--- src/rtl/video_timing_sequencer.sv ---
// Raster timing generator for one fixed video mode: pixel enable, h/v counters, syncs, blanks, DE.
// Scanout starts and stops only on frame boundaries; en is sampled on pixel-enable edges only.
module video_timing_sequencer #(
  parameter int CE_DIV   = 4,
  parameter int H_ACTIVE = 256,
  parameter int H_FP     = 16,
  parameter int H_SYNC   = 32,
  parameter int H_BP     = 48,
  parameter int V_ACTIVE = 192,
  parameter int V_FP     = 8,
  parameter int V_SYNC   = 4,
  parameter int V_BP     = 58
) (
  input  logic       clk_vid,
  input  logic       reset_n,
  input  logic       en,
  output logic       ce_pix,
  output logic [9:0] hcount,
  output logic [9:0] vcount,
  output logic       HSync,
  output logic       VSync,
  output logic       HBlank,
  output logic       VBlank,
  output logic       DE,
  output logic       frame_start,
  output logic       running
);

  localparam int H_TOTAL = H_ACTIVE + H_FP + H_SYNC + H_BP;
  localparam int V_TOTAL = V_ACTIVE + V_FP + V_SYNC + V_BP;

  localparam logic [9:0] H_LAST = 10'(H_TOTAL - 1);
  localparam logic [9:0] H_BLK  = 10'(H_ACTIVE);
  localparam logic [9:0] H_SS   = 10'(H_ACTIVE + H_FP);
  localparam logic [9:0] H_SE   = 10'(H_ACTIVE + H_FP + H_SYNC);
  localparam logic [9:0] V_LAST = 10'(V_TOTAL - 1);
  localparam logic [9:0] V_BLK  = 10'(V_ACTIVE);
  localparam logic [9:0] V_SS   = 10'(V_ACTIVE + V_FP);
  localparam logic [9:0] V_SE   = 10'(V_ACTIVE + V_FP + V_SYNC);
  localparam logic [3:0] DIV_LAST = 4'(CE_DIV - 1);

  typedef enum logic [1:0] {S_IDLE, S_RUN, S_DRAIN} state_t;

  state_t     r_state, w_state_nxt;
  logic [3:0] r_div;
  logic       r_ce;
  logic [9:0] r_h, r_v;
  logic       r_hs, r_vs, r_hb, r_vb, r_de, r_fs;

  logic [9:0] w_h_nxt, w_v_nxt;
  logic       w_eol, w_eof, w_fs_nxt, w_idle_nxt;
  logic       w_hs, w_vs, w_hb, w_vb;

  always_comb begin
    w_eol       = (r_h == H_LAST);
    w_eof       = w_eol && (r_v == V_LAST);
    w_state_nxt = r_state;
    w_h_nxt     = w_eol ? 10'd0 : r_h + 10'd1;
    w_v_nxt     = w_eol ? ((r_v == V_LAST) ? 10'd0 : r_v + 10'd1) : r_v;
    w_fs_nxt    = w_eof;
    case (r_state)
      S_IDLE: begin
        w_h_nxt  = 10'd0;
        w_v_nxt  = 10'd0;
        w_fs_nxt = en;
        if (en) w_state_nxt = S_RUN;
      end
      S_RUN: begin
        if (!en) w_state_nxt = S_DRAIN;
      end
      S_DRAIN: begin
        // A re-arm on the last pixel keeps scanning rather than stopping.
        if (en) begin
          w_state_nxt = S_RUN;
        end else if (w_eof) begin
          w_state_nxt = S_IDLE;
          w_fs_nxt    = 1'b0;
        end
      end
      default: begin
        w_state_nxt = S_IDLE;
        w_h_nxt     = 10'd0;
        w_v_nxt     = 10'd0;
        w_fs_nxt    = 1'b0;
      end
    endcase

    w_idle_nxt = (w_state_nxt == S_IDLE);
    w_hb = w_idle_nxt || (w_h_nxt >= H_BLK);
    w_vb = w_idle_nxt || (w_v_nxt >= V_BLK);
    w_hs = !w_idle_nxt && (w_h_nxt >= H_SS) && (w_h_nxt < H_SE);
    w_vs = !w_idle_nxt && (w_v_nxt >= V_SS) && (w_v_nxt < V_SE);
  end

  always_ff @(posedge clk_vid) begin
    if (!reset_n) begin
      r_state <= S_IDLE;
    end else if (r_ce) begin
      r_state <= w_state_nxt;
    end
  end

  // Decode is computed from next-counter values so it lands on the same edge as the counters.
  always_ff @(posedge clk_vid) begin
    if (!reset_n) begin
      r_div <= 4'd0;
      r_ce  <= 1'b0;
      r_fs  <= 1'b0;
      r_h   <= 10'd0;
      r_v   <= 10'd0;
      r_hs  <= 1'b0;
      r_vs  <= 1'b0;
      r_hb  <= 1'b1;
      r_vb  <= 1'b1;
      r_de  <= 1'b0;
    end else begin
      r_div <= (r_div == DIV_LAST) ? 4'd0 : r_div + 4'd1;
      r_ce  <= (r_div == DIV_LAST);
      r_fs  <= r_ce && w_fs_nxt;
      if (r_ce) begin
        r_h  <= w_h_nxt;
        r_v  <= w_v_nxt;
        r_hs <= w_hs;
        r_vs <= w_vs;
        r_hb <= w_hb;
        r_vb <= w_vb;
        r_de <= !w_hb && !w_vb;
      end
    end
  end

  assign ce_pix      = r_ce;
  assign hcount      = r_h;
  assign vcount      = r_v;
  assign HSync       = r_hs;
  assign VSync       = r_vs;
  assign HBlank      = r_hb;
  assign VBlank      = r_vb;
  assign DE          = r_de;
  assign frame_start = r_fs;
  assign running     = (r_state != S_IDLE);

endmodule

--- config.mk ---
export PLATFORM = sky130hd
export DESIGN_NAME = video_timing_sequencer
export DESIGN_NICKNAME = d
export VERILOG_FILES = /design/src/rtl/video_timing_sequencer.sv
export SDC_FILE = /design/constraint.sdc
export NUM_CORES = 1
export LEC_CHECK = 0
export CAP_MARGIN = 20
export CORE_AREA = 2 2 58 71
export CTS_BUF_LIST = sky130_fd_sc_hd__clkbuf_2 sky130_fd_sc_hd__clkbuf_4 sky130_fd_sc_hd__clkbuf_8
export DETAILED_ROUTE_END_ITERATION = 6
export DIE_AREA = 0 0 60 73
export PLACE_DENSITY = 0.85
export SETUP_SLACK_MARGIN = 0.1
export SYNTH_ARGS = -nofsm -noshare
export SYNTH_HDL_FRONTEND = slang
export SYNTH_SLANG_ARGS = --single-unit
export TNS_END_PERCENT = 100
--- constraint.sdc ---
create_clock -name clk_vid -period 6 [get_ports clk_vid]
set_input_delay 0.6 -clock clk_vid [delete_from_list [all_inputs] [get_ports clk_vid]]
set_output_delay 0.6 -clock clk_vid [all_outputs]
set_load 0.02 [all_outputs]
==> metrics.cfg <==
[run_status]
run_status=completed

[setup_path]
crit_path_end_kind=output pin
worst_path_most_repeated_cell=inv_1
reg2reg_to=HSync$_SDFFE_PN0P_
crit_fanout=6
startpoint=r_state[1]$_SDFFE_PN0P_
cpPeakStageDelay_ns=0.60
cp_cell_sequence=inv_1 > ha_1 > inv_1 > clkdlybuf4s50_1
critical_path_class=reg2out
crit_end=running
rrSetupSlack_ns=3.65
worstRegToRegCells=7
worstSetupStartpointType=flip-flop
cp.arrival_ns=1.80
cp.required_ns=5.40
slowest_stage=clkdlybuf4s50_1
worstReg2RegStart=hcount[0]$_SDFFE_PN0P_

[clock_tree]
cts_tree=built
cts-htree-levels=2
clk_path_buf_depth=2
post_cts_buffers=0
cts_made_buffers=5
cts_hold_buf=0
root_buffer=clkbuf_8
cts_sinks=33
insertion_delay_ns=0.29
clk_pin_slew_ns=0.06
ctsResizeCount=0

[finish]
nFillCells=336
area_growth_pct=17.76
num_antenna_cells=0
instances_no_fill=353
final_cell_mix=dfxtp_1 (33), nand2_1 (33), clkdlybuf4s50_1 (30)
fin_area_mm2=0.002555
layout-drive-gt1-share=0.1003
nNetsFinal=309

[drt]
drt_iter0_drc=165
wire_per_inst_um=14.56
totalWireLength_mm=5.139
antenna_left=0
viasPerCell=6.088
drc_errors=0
first_pass_iters=4
vias=2149

[logic_synthesis]
avgSynthCellArea_um2=7.889
async_reset_ff_frac=0
synth-seq-cells=33
ys.flop_type=dfxtp_1
synth_fp_nets=286
postSynthCellCount=275
ys_warn_count=0
synth_area_mm2=0.002170
ys_seq_area_frac=0.3045
synth-edff-count=0
synth_cell_types=61

[place]
numPortBuffers=30
dp_hpwl_mm=3.642
routabilityCongestion=0.8864
placed_area_mm2=0.002469
dp_cells=345

[grt]
grt_pass1_vias=1876
grt_pass1_wl_mm=8.404
grt_max_degree=36
antenna_found_initial=0
overflow=0
grt_util_all_layers=0.2506

[job]
drv_cap=0

[sta]
rsz0062_at_grt=no
fin_crit_sh=0.3996
hold_viol=0
setup_violations=0
tns_ns=0
min_period_ns=2.398
skew_ns=0.008957
max_slew.worst_pin.slew_ns=0.6848
slew_violations=0
clock.fmax_ghz=0.4171
slew-limit-headroom=0.5430

[die]
rows=25
pin_count=31
die_y_um=73
dieArea_mm2=0.004380
die_w_um=60
start_util=0.5732
core_mm2=0.003785

[power]
finalPower_mw=0.4269
powerDensity_mw_per_mm2=167.1
power.leakage_nw=0.8256
ir_worst_vdd_v=0.0001090

[hold_path]
hp-class=reg2reg

logic make-up after synthesis:
group	Yosys count	share of synthesized area
AOI/OAI and AO/OA	72	0.2319
xor gates and xnor gates	4	0.01615
adders and majority gates	8	0.04614
buffers and inverters	24	0.05075
DFF	33	0.3045
muxes	3	0.01557
and+or+nand+nor	131	0.3351
layout make-up:
| type | count | area, um2 | share of cell area |
|---|---|---|---|
| Multi-Input combinational cell | 218 | 1399 | 0.5475 |
| Clock buffer | 6 | 76.32 | 0.02987 |
| Inverter | 9 | 33.78 | 0.01322 |
| Clock inverter | 2 | 10.01 | 0.003918 |
| Sequential cell | 33 | 660.6 | 0.2586 |
| Timing Repair Buffer | 31 | 307.8 | 0.1205 |
| Tap cell | 54 | 67.56 | 0.02644 |
state kept, by name, summed over array words and instances (netlist names):
signal,count
DE,1
HBlank,1
HSync,1
VBlank,1
VSync,1
ce_pix,1
frame_start,1
hcount,10
r_div,4
r_state,2
vcount,10
metrics by stage:
step	setup slack (ns)	hold WS, ns	util
2_1_floorplan	3.883	0.4166	-
3_3_place_gp	3.444	0.4364	0.6522
3_5_place_dp	3.376	0.4472	0.6522
4_1_cts	3.618	0.4605	0.6750
5_1_grt	3.504	0.4752	0.6750
6_report	3.602	0.4562	0.6750
worst max-delay path: cells and delay by family, from the launching register on:
kind       cells  cell delay, ns
buf+inv        3            0.80
flops          1            0.46
fa+ha+maj      1            0.25
per-layer routing:
metal | routed length [um] | global-route usage
met5 | 0 | 0
met4 | 134 | 0.1457
met3 | 280 | 0.04255
met2 | 2465 | 0.3937
met1 | 2259 | 0.3169
synth_stat cells (all sizes together), types with 2 or more instances:
cell / instances / area share
mux2: 3 / 0.016
a211o: 2 / 0.0081
o21ai: 15 / 0.036
a211oi: 4 / 0.014
nand2b: 4 / 0.012
nor2b: 3 / 0.0087
a21o: 5 / 0.017
a22oi: 2 / 0.0069
nor2: 29 / 0.051
and3: 3 / 0.0087
inv: 9 / 0.016
a31oi: 2 / 0.013
ha: 8 / 0.046
a21oi: 21 / 0.054
xnor2: 3 / 0.012
or4: 5 / 0.017
o21a: 5 / 0.017
clkbuf: 8 / 0.016
a21boi: 5 / 0.017
dfxtp: 33 / 0.30
a41oi: 2 / 0.012
nand3: 12 / 0.028
nand2: 36 / 0.066
and4bb: 2 / 0.012
buf: 7 / 0.020
nor3: 16 / 0.042
and2: 2 / 0.0058
a32o: 2 / 0.0092
nand4: 7 / 0.027
and4: 3 / 0.014
nor4: 2 / 0.013
where the power goes:
part / switching [mW] / total, mW / internal (mW)
registers: 0.00228 / 0.224 / 0.222
logic: 0.0216 / 0.0331 / 0.0116
clock network: 0.0847 / 0.170 / 0.0849
total: 0.108 / 0.427 / 0.318
worst min path at each step:
stage | depth (start not counted) | slack [ns] | startpoint | endpoint
global route | 1 | 0.48 | r_div[0]$_SDFF_PP0_ | r_div[0]$_SDFF_PP0_
global placement | 1 | 0.44 | r_div[0]$_SDFF_PP0_ | r_div[0]$_SDFF_PP0_
floorplan | 1 | 0.42 | r_div[0]$_SDFF_PP0_ | r_div[0]$_SDFF_PP0_
finish | 1 | 0.46 | r_div[0]$_SDFF_PP0_ | r_div[0]$_SDFF_PP0_
CTS | 1 | 0.46 | r_div[0]$_SDFF_PP0_ | r_div[0]$_SDFF_PP0_
detailed placement | 1 | 0.45 | r_div[0]$_SDFF_PP0_ | r_div[0]$_SDFF_PP0_
Power figures use the tool's default switching activity.
